<file path="config.mk">
export PLATFORM = sky130hd
export DESIGN_NAME = pc_gen
export DESIGN_NICKNAME = d
export VERILOG_FILES = /design/src/rtl/pc_gen_pkg.sv /design/src/rtl/pc_gen_bht.sv /design/src/rtl/pc_gen.sv
export SDC_FILE = /design/constraint.sdc
export NUM_CORES = 1
export LEC_CHECK = 0
export ABC_AREA = 1
export CORE_AREA = 2 2 163 165
export DETAILED_ROUTE_END_ITERATION = 16
export DIE_AREA = 0 0 165 167
export PLACE_DENSITY = 0.61
export SLEW_MARGIN = 20
export SYNTH_ARGS = -nofsm -noshare
export SYNTH_HDL_FRONTEND = slang
export SYNTH_HIERARCHICAL = 1
export SYNTH_SLANG_ARGS = --single-unit
</file>
<file path="constraint.sdc">
create_clock -name clk -period 2.8 [get_ports clk]
set_clock_uncertainty 0.15 [all_clocks]
set_input_delay 0.84 -clock clk [delete_from_list [all_inputs] [get_ports clk]]
set_output_delay 0.84 -clock clk [all_outputs]
set_load 0.02 [all_outputs]
</file>
<file path="src/rtl/pc_gen_pkg.sv">
// Shared widths and 2-bit branch counter encoding for the fetch next-PC generator.
package pc_gen_pkg;

  localparam int unsigned XLEN     = 32;
  localparam int unsigned PC_WIDTH = 32;

  typedef enum logic [1:0] {
    SNT = 2'b00,
    WNT = 2'b01,
    WT  = 2'b10,
    ST  = 2'b11
  } ctr_e;

  // Saturating step of one bimodal counter toward the resolved outcome.
  function automatic ctr_e ctr_next(input ctr_e cur, input logic taken);
    ctr_e nxt;
    nxt = cur;
    unique case (cur)
      SNT: nxt = taken ? WNT : SNT;
      WNT: nxt = taken ? WT  : SNT;
      WT:  nxt = taken ? ST  : WNT;
      ST:  nxt = taken ? ST  : WT;
      default: nxt = cur;
    endcase
    return nxt;
  endfunction

endpackage

</file>
<file path="src/rtl/pc_gen_bht.sv">
// Bimodal branch history table: combinational read, synchronous saturating write and reset.
module bht_2bit
  import pc_gen_pkg::*;
#(
  parameter int unsigned IDX_W = 6,
  parameter ctr_e        INIT  = WNT
) (
  input  logic             clk,
  input  logic             rst,
  input  logic [IDX_W-1:0] rd_idx,
  output logic             rd_taken,
  input  logic             wr_en,
  input  logic [IDX_W-1:0] wr_idx,
  input  logic             wr_taken
);

  localparam int unsigned DEPTH = 1 << IDX_W;

  ctr_e table_q [DEPTH];

  // Same-index read during a write sees the pre-update counter.
  assign rd_taken = table_q[rd_idx][1];

  always_ff @(posedge clk) begin
    if (rst) begin
      for (int unsigned i = 0; i < DEPTH; i++) begin
        table_q[i] <= INIT;
      end
    end else if (wr_en) begin
      table_q[wr_idx] <= ctr_next(table_q[wr_idx], wr_taken);
    end
  end

endmodule

</file>
<file path="src/rtl/pc_gen.sv">
// Fetch-stage next-PC generator: PC register, next-PC priority mux and BHT-based prediction.
module pc_gen
  import pc_gen_pkg::*;
#(
  parameter logic [PC_WIDTH-1:0] RESET_PC  = 32'h8000_0000,
  parameter int unsigned         BHT_IDX_W = 6,
  parameter ctr_e                BHT_INIT  = WNT
) (
  input  logic                clk,
  input  logic                rst,
  input  logic                F_stall_i,
  input  logic                mini_jmp_sel_i,
  input  logic [XLEN-1:0]     mini_jmp_i,
  input  logic                F_train_vaild_i,
  input  logic                E_redirect_i,
  input  logic [XLEN-1:0]     E_redirect_pc_i,
  input  logic                E_train_vaild_i,
  input  logic [PC_WIDTH-1:0] E_train_pc_i,
  input  logic                E_train_taken_i,
  output logic [PC_WIDTH-1:0] F_PC_o,
  output logic                F_predict_taken_o
);

  logic                bht_taken;
  logic [PC_WIDTH-1:0] pc_next;
  logic                unused_train_bits;

  assign unused_train_bits = ^{E_train_pc_i[PC_WIDTH-1:BHT_IDX_W+2], E_train_pc_i[1:0]};

  bht_2bit #(
    .IDX_W (BHT_IDX_W),
    .INIT  (BHT_INIT)
  ) u_bht (
    .clk      (clk),
    .rst      (rst),
    .rd_idx   (F_PC_o[BHT_IDX_W+1:2]),
    .rd_taken (bht_taken),
    .wr_en    (E_train_vaild_i),
    .wr_idx   (E_train_pc_i[BHT_IDX_W+1:2]),
    .wr_taken (E_train_taken_i)
  );

  // jal is always taken; conditional branches follow the counter MSB.
  assign F_predict_taken_o = mini_jmp_sel_i & (~F_train_vaild_i | bht_taken);

  always_comb begin
    pc_next = F_PC_o + PC_WIDTH'(4);
    if (E_redirect_i) begin
      pc_next = E_redirect_pc_i[PC_WIDTH-1:0];
    end else if (F_stall_i) begin
      pc_next = F_PC_o;
    end else if (F_predict_taken_o) begin
      pc_next = mini_jmp_i[PC_WIDTH-1:0];
    end
  end

  always_ff @(posedge clk) begin
    if (rst) begin
      F_PC_o <= RESET_PC;
    end else begin
      F_PC_o <= pc_next;
    end
  end

endmodule

</file>
==> results of run 1 <==
==> metrics by stage <==
| step | setup WS [ns] | instance area (sq um) | util |
|---|---|---|---|
| 2_1_floorplan | 0.0580 | 10200 | - |
| 3_3_place_gp | -0.699 | 12400 | 0.480 |
| 3_5_place_dp | -0.693 | 12400 | 0.480 |
| 4_1_cts | -0.425 | 13300 | 0.517 |
| 5_1_grt | -0.534 | 13600 | 0.529 |
| 6_report | -0.499 | 13600 | 0.529 |
==> flip-flops by register name, indices dropped and copies added (netlist names) <==
register / count
u_bht/table_q: 128
F_PC_o: 32
==> placed cells by master (no fill, tap or decap), types with 18 or more instances in the layout <==
cell,instances
sky130_fd_sc_hd__nand2_1,489
sky130_fd_sc_hd__nor2_1,209
sky130_fd_sc_hd__inv_1,169
sky130_fd_sc_hd__edfxtp_1,128
sky130_fd_sc_hd__nand3_1,119
sky130_fd_sc_hd__clkdlybuf4s50_1,102
sky130_fd_sc_hd__buf_4,83
sky130_fd_sc_hd__o21ai_0,54
sky130_fd_sc_hd__dfxtp_1,29
sky130_fd_sc_hd__o21ai_1,28
sky130_fd_sc_hd__o211ai_1,27
sky130_fd_sc_hd__a21oi_1,26
sky130_fd_sc_hd__clkbuf_16,23
sky130_fd_sc_hd__buf_12,22
sky130_fd_sc_hd__nor2_2,18
==> power by group through the flow <==
stage | registers [mW] | clock network [mW] | logic (mW)
2_1_floorplan | 2.78 | 0 | 0.635
3_3_place_gp | 2.76 | 0 | 1.26
3_5_place_dp | 2.76 | 0 | 1.27
4_1_cts | 2.71 | 2.40 | 1.42
5_1_grt | 2.72 | 2.49 | 1.64
6_report | 2.71 | 2.38 | 1.54
==> path summary, 6_finish.rpt <==
path,startpoint,endpoint,cells past startpoint
worst max-delay path,F_PC_o[2]$_SDFFE_PP0P_,F_predict_taken_o,13
worst min-delay path,F_PC_o[0]$_SDFFE_PP0P_,F_PC_o[0]$_SDFFE_PP0P_,2
worst max register to register,F_PC_o[2]$_SDFFE_PP0P_,F_PC_o[5]$_SDFFE_PP0P_,16
worst min register to register,F_PC_o[0]$_SDFFE_PP0P_,F_PC_o[0]$_SDFFE_PP0P_,2
==> layout make-up <==
cell class,instances,area (sq um),area share
sequential,160,4490,0.330
tap,335,419,0.0308
clock inverter,15,166,0.0122
timing repair buffer,236,2610,0.192
multi-input combinational,1057,4820,0.354
clock buffer,17,425,0.0312
inverter,181,692,0.0508
==> metal layers <==
metal / global-route usage / vias up
met5: 0 / -
met4: 0.0866 / 0
met3: 0.0379 / 68
met2: 0.407 / 507
met1: 0.339 / 4736
li1: - / 5067
==> cell usage after synthesis (3+ instances only) <==
master,n,area [sq um]
sky130_fd_sc_hd__o221ai_1,4,35.0
sky130_fd_sc_hd__nor2_4,6,67.6
sky130_fd_sc_hd__a31oi_1,6,37.5
sky130_fd_sc_hd__or2_2,10,62.6
sky130_fd_sc_hd__a21oi_2,6,52.6
sky130_fd_sc_hd__dfxtp_1,32,641
sky130_fd_sc_hd__nor3_1,6,30.0
sky130_fd_sc_hd__inv_2,4,15.0
sky130_fd_sc_hd__clkbuf_1,32,120
sky130_fd_sc_hd__inv_1,175,657
sky130_fd_sc_hd__nor2_2,8,50.1
sky130_fd_sc_hd__buf_1,3,11.3
sky130_fd_sc_hd__o21ai_0,74,370
sky130_fd_sc_hd__o22ai_1,4,25.0
sky130_fd_sc_hd__nand2_1,493,1850
sky130_fd_sc_hd__nand2_2,7,43.8
sky130_fd_sc_hd__o21ai_1,18,90.1
sky130_fd_sc_hd__nand3_1,121,606
sky130_fd_sc_hd__edfxtp_1,128,3840
sky130_fd_sc_hd__nor2_1,220,826
sky130_fd_sc_hd__o211ai_1,27,203
sky130_fd_sc_hd__a21oi_1,27,135
sky130_fd_sc_hd__buf_2,36,180
==> timing repair <==
| item | CTS | global route |
|---|---|---|
| setup buffers | 8 | 3 |
| setup endpoints to repair | 168 | 149 |
| pin swaps | 18 | 15 |
| resized for setup | 52 | 57 |
| gates cloned | 6 | 6 |
==> worst max-delay path: cells and delay by family (launching register included) <==
family | cells | cell delay [ns]
AO/OA/AOI/OAI | 3 | 0.51
AND/OR/NAND/NOR | 5 | 0.46
buffers and inverters | 5 | 0.51
flip-flops | 1 | 0.38
==> logic make-up after synthesis <==
kind of cell | synth area share
compound gates | 0.0996
fa+ha+maj | 0.00123
xor+xnor | 0.00344
buf+inv | 0.101
flops | 0.440
simple gates | 0.354
==> parameters.txt, run 1 <==
Parameter                              Value

Cells and area
  Syn-to-layout area delta ... 33.8%
  Net total in the final layout ... 1758
  Number of fill cells ... 2432
  Number of antenna repair diodes ... 0
  Final cell count without fillers ... 2001
  Layout cell share with drive strength beyond 1 ... 0.149

Routing
  DR vias/cell ... 5.19
  Detailed Route Iter0 Violations ... 1215
  Top Metal Used ... met4
  DR pass1 iterations ... 6
  WL per Instance ... 17.8 microns
  Routed wire length ... 35500 microns
  ANT nets after route ... 0
  Total number of vias ... 10378
  Met2 wire length ... 16400 microns
  DRT met1 WL ... 15000 microns
  Met3 routed wirelength ... 3210 microns
  Number of remaining DRC errors ... 0

Pwr
  Part of the total power dissipated in combinational logic ... 0.232
  Switching power total ... 2.11 mW
  Clock network fraction of design power ... 0.359
  Final Power ... 6.62 mW
  Worst VDD drop ... 351 uV
  Part of the power in registers ... 0.409
  Leak Pwr ... 5.45 nW
  Switch share ... 0.319
  Power density normalized to cell area ... 486 nW/um^2
  Internal power ... 4.51 mW

Worst setup path
  R2r setup slk ... 0.03 ns
  Crit path launch type ... flip-flop
  Critical path required time ... 1.81 ns
  Crit Path Category ... reg2out
  Arrival time of data at the critical path endpoint ... 2.31 ns
  Crit-path slowest cell ... sky130_fd_sc_hd__dfxtp_4
  CP Cell Sequence ... buf_12 -> buf_16 -> o21ai_4 -> o21ai_2 -> o211ai_1 -> nand3_1 -> nand3_1 -> nand2_2 -> inv_2 -> nand2_2 -> nand2_2 -> inv_2 -> buf_6
  Cell seen most often among critical-path stages ... sky130_fd_sc_hd__nand2_2
  Largest fanout on the critical path ... 6
  Crit path capture type ... primary output
  Largest incremental delay on the critical path ... 0.38 ns

Yosys
  Number of warning messages in the yosys log ... 6
  Net count of the mapped netlist ... 1579
  Number of storage elements in the synthesis netlist ... 160
  Number of distinct library cell variants in the gate-level netlist after synthesis ... 42
  Number of enable flip-flop cells after synthesis ... 128
  Mapped cell area ... 10200 sq um
  Mapped Avg Cell Area ... 6.91 sq um
  Post-synth ARST share ... 0
  Post-synthesis instance total ... 1474
  Post-synth top flop ... sky130_fd_sc_hd__edfxtp_1
  Share of the yosys chip area belonging to registers ... 0.440

CTS
  Largest buffer count on any clock path ... 2
  Cts-stage hold buffer count ... 0
  Latest clock arrival within the worst-skew pair ... 0.44 ns
  Total number of H-tree levels ... 4
  CTS clock-pin slew for the worst setup and hold paths ... 0.08 ns
  Clk Tree Root Cell ... sky130_fd_sc_hd__clkbuf_16
  CTS tree ... done
  Clock sinks ... 160
  Clock buffers created by TritonCTS ... 17

Placement
  Final weighted congestion in routability-driven placement ... 0.916
  Cells after DPL ... 1949
  Quantity of I/O buffers inserted on ports ... 110
  HPWL after DPL ... 23100 microns

Floorplanning
  Number of top-level pins ... 137
  Area enclosed by the die boundary ... 27600 sq um
  Core region area ... 25800 sq um
  Placement Rows ... 59
  Y dimension of the die ... 167 microns
  Die Span X ... 165 microns
  Initial standard-cell utilization of the core ... 0.395

Hold path
  Worst hold path class ... reg2reg

GRT
  Antenna violations before repair ... 0
  First-pass GRT wire length ... 53100 microns
  Global-route congestion overflow total ... 0
  Total Routing Usage GR ... 0.250
  Via count of the first global-routing pass ... 9906
  Largest net degree at the start of global routing ... 65

STA
  Slew of the pin with the lowest slew margin ... 0.890 ns
  Worst slew slack as a fraction of its limit ... 0.406
  Final Setup Violations ... 1
  Setup TNS Final ... -0.499 ns
  RSZ-0062 raised after global routing ... yes
  Final Cycle Share ... 1.18
  Worst-case hold slack ... 0.317 ns
  Worst-case setup margin in the final layout ... -0.499 ns
  Maximum clock frequency ... 0.303 GHz
  Pins over their slew limit ... 0
  Minimum clock period ... 3.30 ns
  Hold violation total from the final report ... 0

Outcome
  Failing checks ... negative setup slack
  Status ... finished with violations

Job
  Max_cap viols ... 0
(Power assumes the default switching activity.)
==> run 2, diff against run 1 <==
--- a/config.mk
+++ b/config.mk
@@ -6,12 +6,12 @@
 export NUM_CORES = 1
 export LEC_CHECK = 0
 export ABC_AREA = 1
-export CORE_AREA = 2 2 163 165
+export CORE_AREA = 2 2 160 162
+export CTS_BUF_LIST = sky130_fd_sc_hd__clkbuf_4 sky130_fd_sc_hd__clkbuf_8
 export DETAILED_ROUTE_END_ITERATION = 16
-export DIE_AREA = 0 0 165 167
+export DIE_AREA = 0 0 162 164
 export PLACE_DENSITY = 0.61
 export SLEW_MARGIN = 20
 export SYNTH_ARGS = -nofsm -noshare
 export SYNTH_HDL_FRONTEND = slang
-export SYNTH_HIERARCHICAL = 1
 export SYNTH_SLANG_ARGS = --single-unit
==> run 2 against run 1 <==
- the run still ends with negative setup slack left
- clock power is 18% lower
- worst hold slack improved by 0.018 ns
- wire length down 3.9%
- die area down 3.6%
- maximum frequency is 7.8% higher
==> parameters.txt, run 2 <==
Parameter                              Value

Yosys
  Share of the synthesized area in the top cell type ... 0.394 (+0.0161)
  Mapped Avg Cell Area ... 7.38 sq um (+6.8%)
  Top area cells in the synthesized netlist ... sky130_fd_sc_hd__edfxtp_1, sky130_fd_sc_hd__nand2_1, sky130_fd_sc_hd__inv_1
  Post-synth top flop ... sky130_fd_sc_hd__edfxtp_1
  Top cells by instance count after synthesis ... sky130_fd_sc_hd__nand2_1, sky130_fd_sc_hd__inv_1, sky130_fd_sc_hd__nor2_1
  Post-synthesis instance total ... 1324 (-10%)
  Share of the yosys chip area belonging to registers ... 0.471 (+0.0311)
  Post-synth ARST share ... 0 (unchanged)
  Most frequent cell after synthesis ... sky130_fd_sc_hd__nand2_1
  Number of warning messages in the yosys log ... 0 (-6)
  Net count of the mapped netlist ... 1429 (-9.5%)
  Top cell type by total area after synthesis ... sky130_fd_sc_hd__edfxtp_1
  Number of distinct library cell variants in the gate-level netlist after synthesis ... 35 (-17%)
  Number of storage elements in the synthesis netlist ... 166 (+3.8%)
  Number of enable flip-flop cells after synthesis ... 128 (unchanged)
  Mapped cell area ... 9770 sq um (-4.1%)

Floorplanning
  Y dimension of the die ... 164 microns (-1.8%)
  Die Span X ... 162 microns (-1.8%)
  Core region area ... 24800 sq um (-3.7%)
  Area enclosed by the die boundary ... 26600 sq um (-3.6%)
  Initial standard-cell utilization of the core ... 0.394 (-0.00179)
  Placement Rows ... 58 (-1.7%)
  Number of top-level pins ... 137 (unchanged)

CTS
  Clock sinks ... 166 (+3.8%)
  Total number of H-tree levels ... 4 (unchanged)
  Largest buffer count on any clock path ... 2 (unchanged)
  Clock buffers created by TritonCTS ... 17 (unchanged)
  CTS tree ... done
  Clk Tree Root Cell ... sky130_fd_sc_hd__clkbuf_8
  Latest clock arrival within the worst-skew pair ... 0.49 ns (+0.05 ns)
  Cts-stage hold buffer count ... 0 (unchanged)
  CTS clock-pin slew for the worst setup and hold paths ... 0.10 ns (+0.02 ns)

Routing
  DR pass1 iterations ... 8 (+2)
  Number of remaining DRC errors ... 0 (unchanged)
  DR vias/cell ... 5.23 (+0.82%)
  ANT nets after route ... 0 (unchanged)
  WL per Instance ... 18.2 microns (+2.4%)
  Total number of vias ... 9820 (-5.4%)
  Detailed Route Iter0 Violations ... 985 (-19%)
  Routed wire length ... 34100 microns (-3.9%)

Cells and area
  Net total in the final layout ... 1639 (-6.8%)
  Most common cell after layout, fill and taps aside ... sky130_fd_sc_hd__nand2_1
  Number of flip-flops in the largest register ... 128 (unchanged)
  Area of the multi-input gates ... 4580 sq um (-5.0%)
  Largest register by flop count ... u_bht.table_q
  Number of fill cells ... 2347 (-3.5%)
  Design Area, Final ... 13600 sq um (-0.34%)
  Total area of sequential cells ... 4610 sq um (+2.6%)
  Syn-to-layout area delta ... 39.1%
  Layout cell share with drive strength beyond 1 ... 0.220 (+0.0709)
  Commonest cells after routing, fill and taps aside ... sky130_fd_sc_hd__nand2_1, sky130_fd_sc_hd__inv_1, sky130_fd_sc_hd__nor2_1
  Biggest regs ... u_bht.table_q: 128 flops, F_PC_o: 32 flops

GRT
  Via count of the first global-routing pass ... 9182 (-7.3%)
  Largest net degree at the start of global routing ... 65 (unchanged)
  Total Routing Usage GR ... 0.243 (-0.00715)
  Antenna violations before repair ... 0 (unchanged)
  Global-route congestion overflow total ... 0 (unchanged)
  First-pass GRT wire length ... 49300 microns (-7.2%)

Pwr
  Part of the total power dissipated in combinational logic ... 0.256 (+0.024)
  Part of the power in registers ... 0.440 (+0.031)
  Internal power ... 4.36 mW (-3.3%)
  Switching power total ... 2.02 mW (-4.5%)
  Worst VDD drop ... 292 uV (-17%)
  Clock network fraction of design power ... 0.304 (-0.055)
  Switch share ... 0.316 (-0.00271)
  Power density normalized to cell area ... 470 nW/um^2 (-3.3%)
  Final Power ... 6.38 mW (-3.7%)
  Leak Pwr ... 5.34 nW (-2.1%)

Worst setup path
  R2R cell count ... 14 (-2)
  Crit path launch type ... flip-flop
  Worst R2R End ... u_bht.table_q[35][0]$_SDFFCE_PN1P_
  Arrival time of data at the critical path endpoint ... 2.07 ns (-0.24 ns)
  Largest fanout on the critical path ... 8 (+2)
  Reg2Reg Launch Point ... u_bht.table_q[33][1]$_SDFFCE_PN0P_
  Crit-path slowest cell ... sky130_fd_sc_hd__dfxtp_4
  Crit Path Category ... reg2out
  R2r setup slk ... 0.22 ns (+0.19 ns)
  Critical path required time ... 1.81 ns (about the same)
  Largest incremental delay on the critical path ... 0.41 ns (+0.03 ns)
  CP Cell Sequence ... inv_6 -> buf_12 -> nand2_1 -> nand3_1 -> nand3_2 -> nand3_4 -> nand2_2 -> nand2_1 -> nand3_2 -> nand3_4 -> nand2_4 -> inv_2 -> buf_6
  Crit path capture type ... primary output

STA
  Worst-case setup margin in the final layout ... -0.261 ns (+0.238 ns)
  Worst slew slack as a fraction of its limit ... 0.449 (+0.0430)
  Final Cycle Share ... 1.09 (-0.0849)
  Final Setup Violations ... 66 (+65)
  Hold violation total from the final report ... 0 (unchanged)
  Slew of the pin with the lowest slew margin ... 0.826 ns (-0.0646 ns)
  RSZ-0062 raised after global routing ... yes
  Setup TNS Final ... -2.73 ns (-2.23 ns)
  Minimum clock period ... 3.06 ns (-0.238 ns)
  Maximum clock frequency ... 0.327 GHz (+7.8%)
  Pins over their slew limit ... 0 (unchanged)

Hold path
  Worst hold path class ... reg2reg
  Terminating pin of the worst hold path ... F_PC_o[0]$_SDFFE_PP0P_
  Cell depth of the worst hold path ... 2 (unchanged)
  Start point of the worst min-delay path ... F_PC_o[0]$_SDFFE_PP0P_

Placement
  Post-DP Area ... 12000 sq um (-3.2%)
  HPWL after DPL ... 21900 microns (-4.9%)
  Worst-case setup slack after placement ... -0.927 ns (-0.233 ns)
  Quantity of I/O buffers inserted on ports ... 110 (unchanged)
  Final weighted congestion in routability-driven placement ... 0.880 (-3.9%)

Outcome
  Status ... finished with violations
  Failing checks ... negative setup slack

Job
  Max_cap viols ... 0 (unchanged)
[run 2: changes by cell type after synthesis, moves of 18 or more]
cell                       change
sky130_fd_sc_hd__nand4_1      +20
sky130_fd_sc_hd__nor2_1       -53
sky130_fd_sc_hd__buf_2        -18
sky130_fd_sc_hd__o211ai_1     -26
sky130_fd_sc_hd__o21ai_0      -29
sky130_fd_sc_hd__nand2_1     -105
sky130_fd_sc_hd__inv_1        +38
sky130_fd_sc_hd__o21ai_1      -18
[run 2: how the worst max path moves through the flow]
| stage | start | endpoint | slack [ns] | cells after the start |
|---|---|---|---|---|
| 4_1_cts | flip-flop | F_predict_taken_o | -0.29 | 13 |
| 6_report | flip-flop | F_predict_taken_o | -0.26 | 13 |
| 3_5_place_dp | E_train_pc_i[3] | u_bht.table_q[20][1]$_SDFFCE_PN0P_ | -0.93 | 14 |
| 5_1_grt | flip-flop | F_predict_taken_o | -0.38 | 13 |
| 2_1_floorplan | E_train_pc_i[3] | u_bht.table_q[44][0]$_SDFFCE_PN1P_ | 0.007 | 16 |
| 3_3_place_gp | E_train_pc_i[3] | u_bht.table_q[18][1]$_SDFFCE_PN0P_ | -0.88 | 14 |
[run 2: logic make-up after synthesis]
group / after synthesis / share of synthesized area
and+or+nand+nor: 727 / 0.310
buffers and inverters: 285 / 0.126
DFF: 166 / 0.471
AOI/OAI and AO/OA: 130 / 0.0783
xor gates and xnor gates: 15 / 0.0135
adders and majority gates: 1 / 0.00128
[run 2: area by class of cell]
class	instances	share of cell area
repair buffers	250	0.195
multi-input cells	875	0.337
clock inverters	15	0.0142
flip-flops and latches	166	0.339
well taps	330	0.0304
clock buffers	17	0.0172
repair inverters	1	0.000645
diodes	1	0.000184
inverters	223	0.0660
[run 2: per-layer routing]
metal  global-route usage  share of wire
met1                0.316           0.41
met5                    0              0
met3               0.0457          0.091
met4               0.0945          0.043
met2                0.404           0.45
[run 2: power by group through the flow]
stage / logic (mW) / registers [mW] / clock network [mW]
floorplan: 0.636 / 2.87 / 0
global route: 1.73 / 2.82 / 2.04
global placement: 1.19 / 2.86 / 0
CTS: 1.34 / 2.81 / 1.93
finish: 1.64 / 2.81 / 1.94
detailed placement: 1.20 / 2.86 / 0
[run 2: repair_timing]
item | CTS | global route
buffers inserted | 4 | 12
endpoints found under the setup margin | 129 | 129
gates cloned | 5 | 10
gates resized for setup | 79 | 167
pin swaps | 22 | 20
[run 2: metrics by stage]
step | instances | utilization | hold slack (ns)
floorplan | 1324 | - | 0.404
global placement | 1815 | 0.482 | 0.321
detailed placement | 1815 | 0.482 | 0.323
CTS | 1855 | 0.514 | 0.337
global route | 1877 | 0.547 | 0.355
finish | 1878 | 0.547 | 0.335
[run 2: worst max-delay path: cells and delay by family, from the launching register on]
family / cells / cell delay [ns]
flops: 1 / 0.41
buf+inv: 4 / 0.36
simple gates: 9 / 0.80
==> run 3, diff against run 2 <==
--- a/config.mk
+++ b/config.mk
@@ -11,7 +11,6 @@
 export DETAILED_ROUTE_END_ITERATION = 16
 export DIE_AREA = 0 0 162 164
 export PLACE_DENSITY = 0.61
-export SLEW_MARGIN = 20
 export SYNTH_ARGS = -nofsm -noshare
 export SYNTH_HDL_FRONTEND = slang
 export SYNTH_SLANG_ARGS = --single-unit
==> results of run 3 <==
The final DEF is identical to that of run 2; final timing and power are the same.
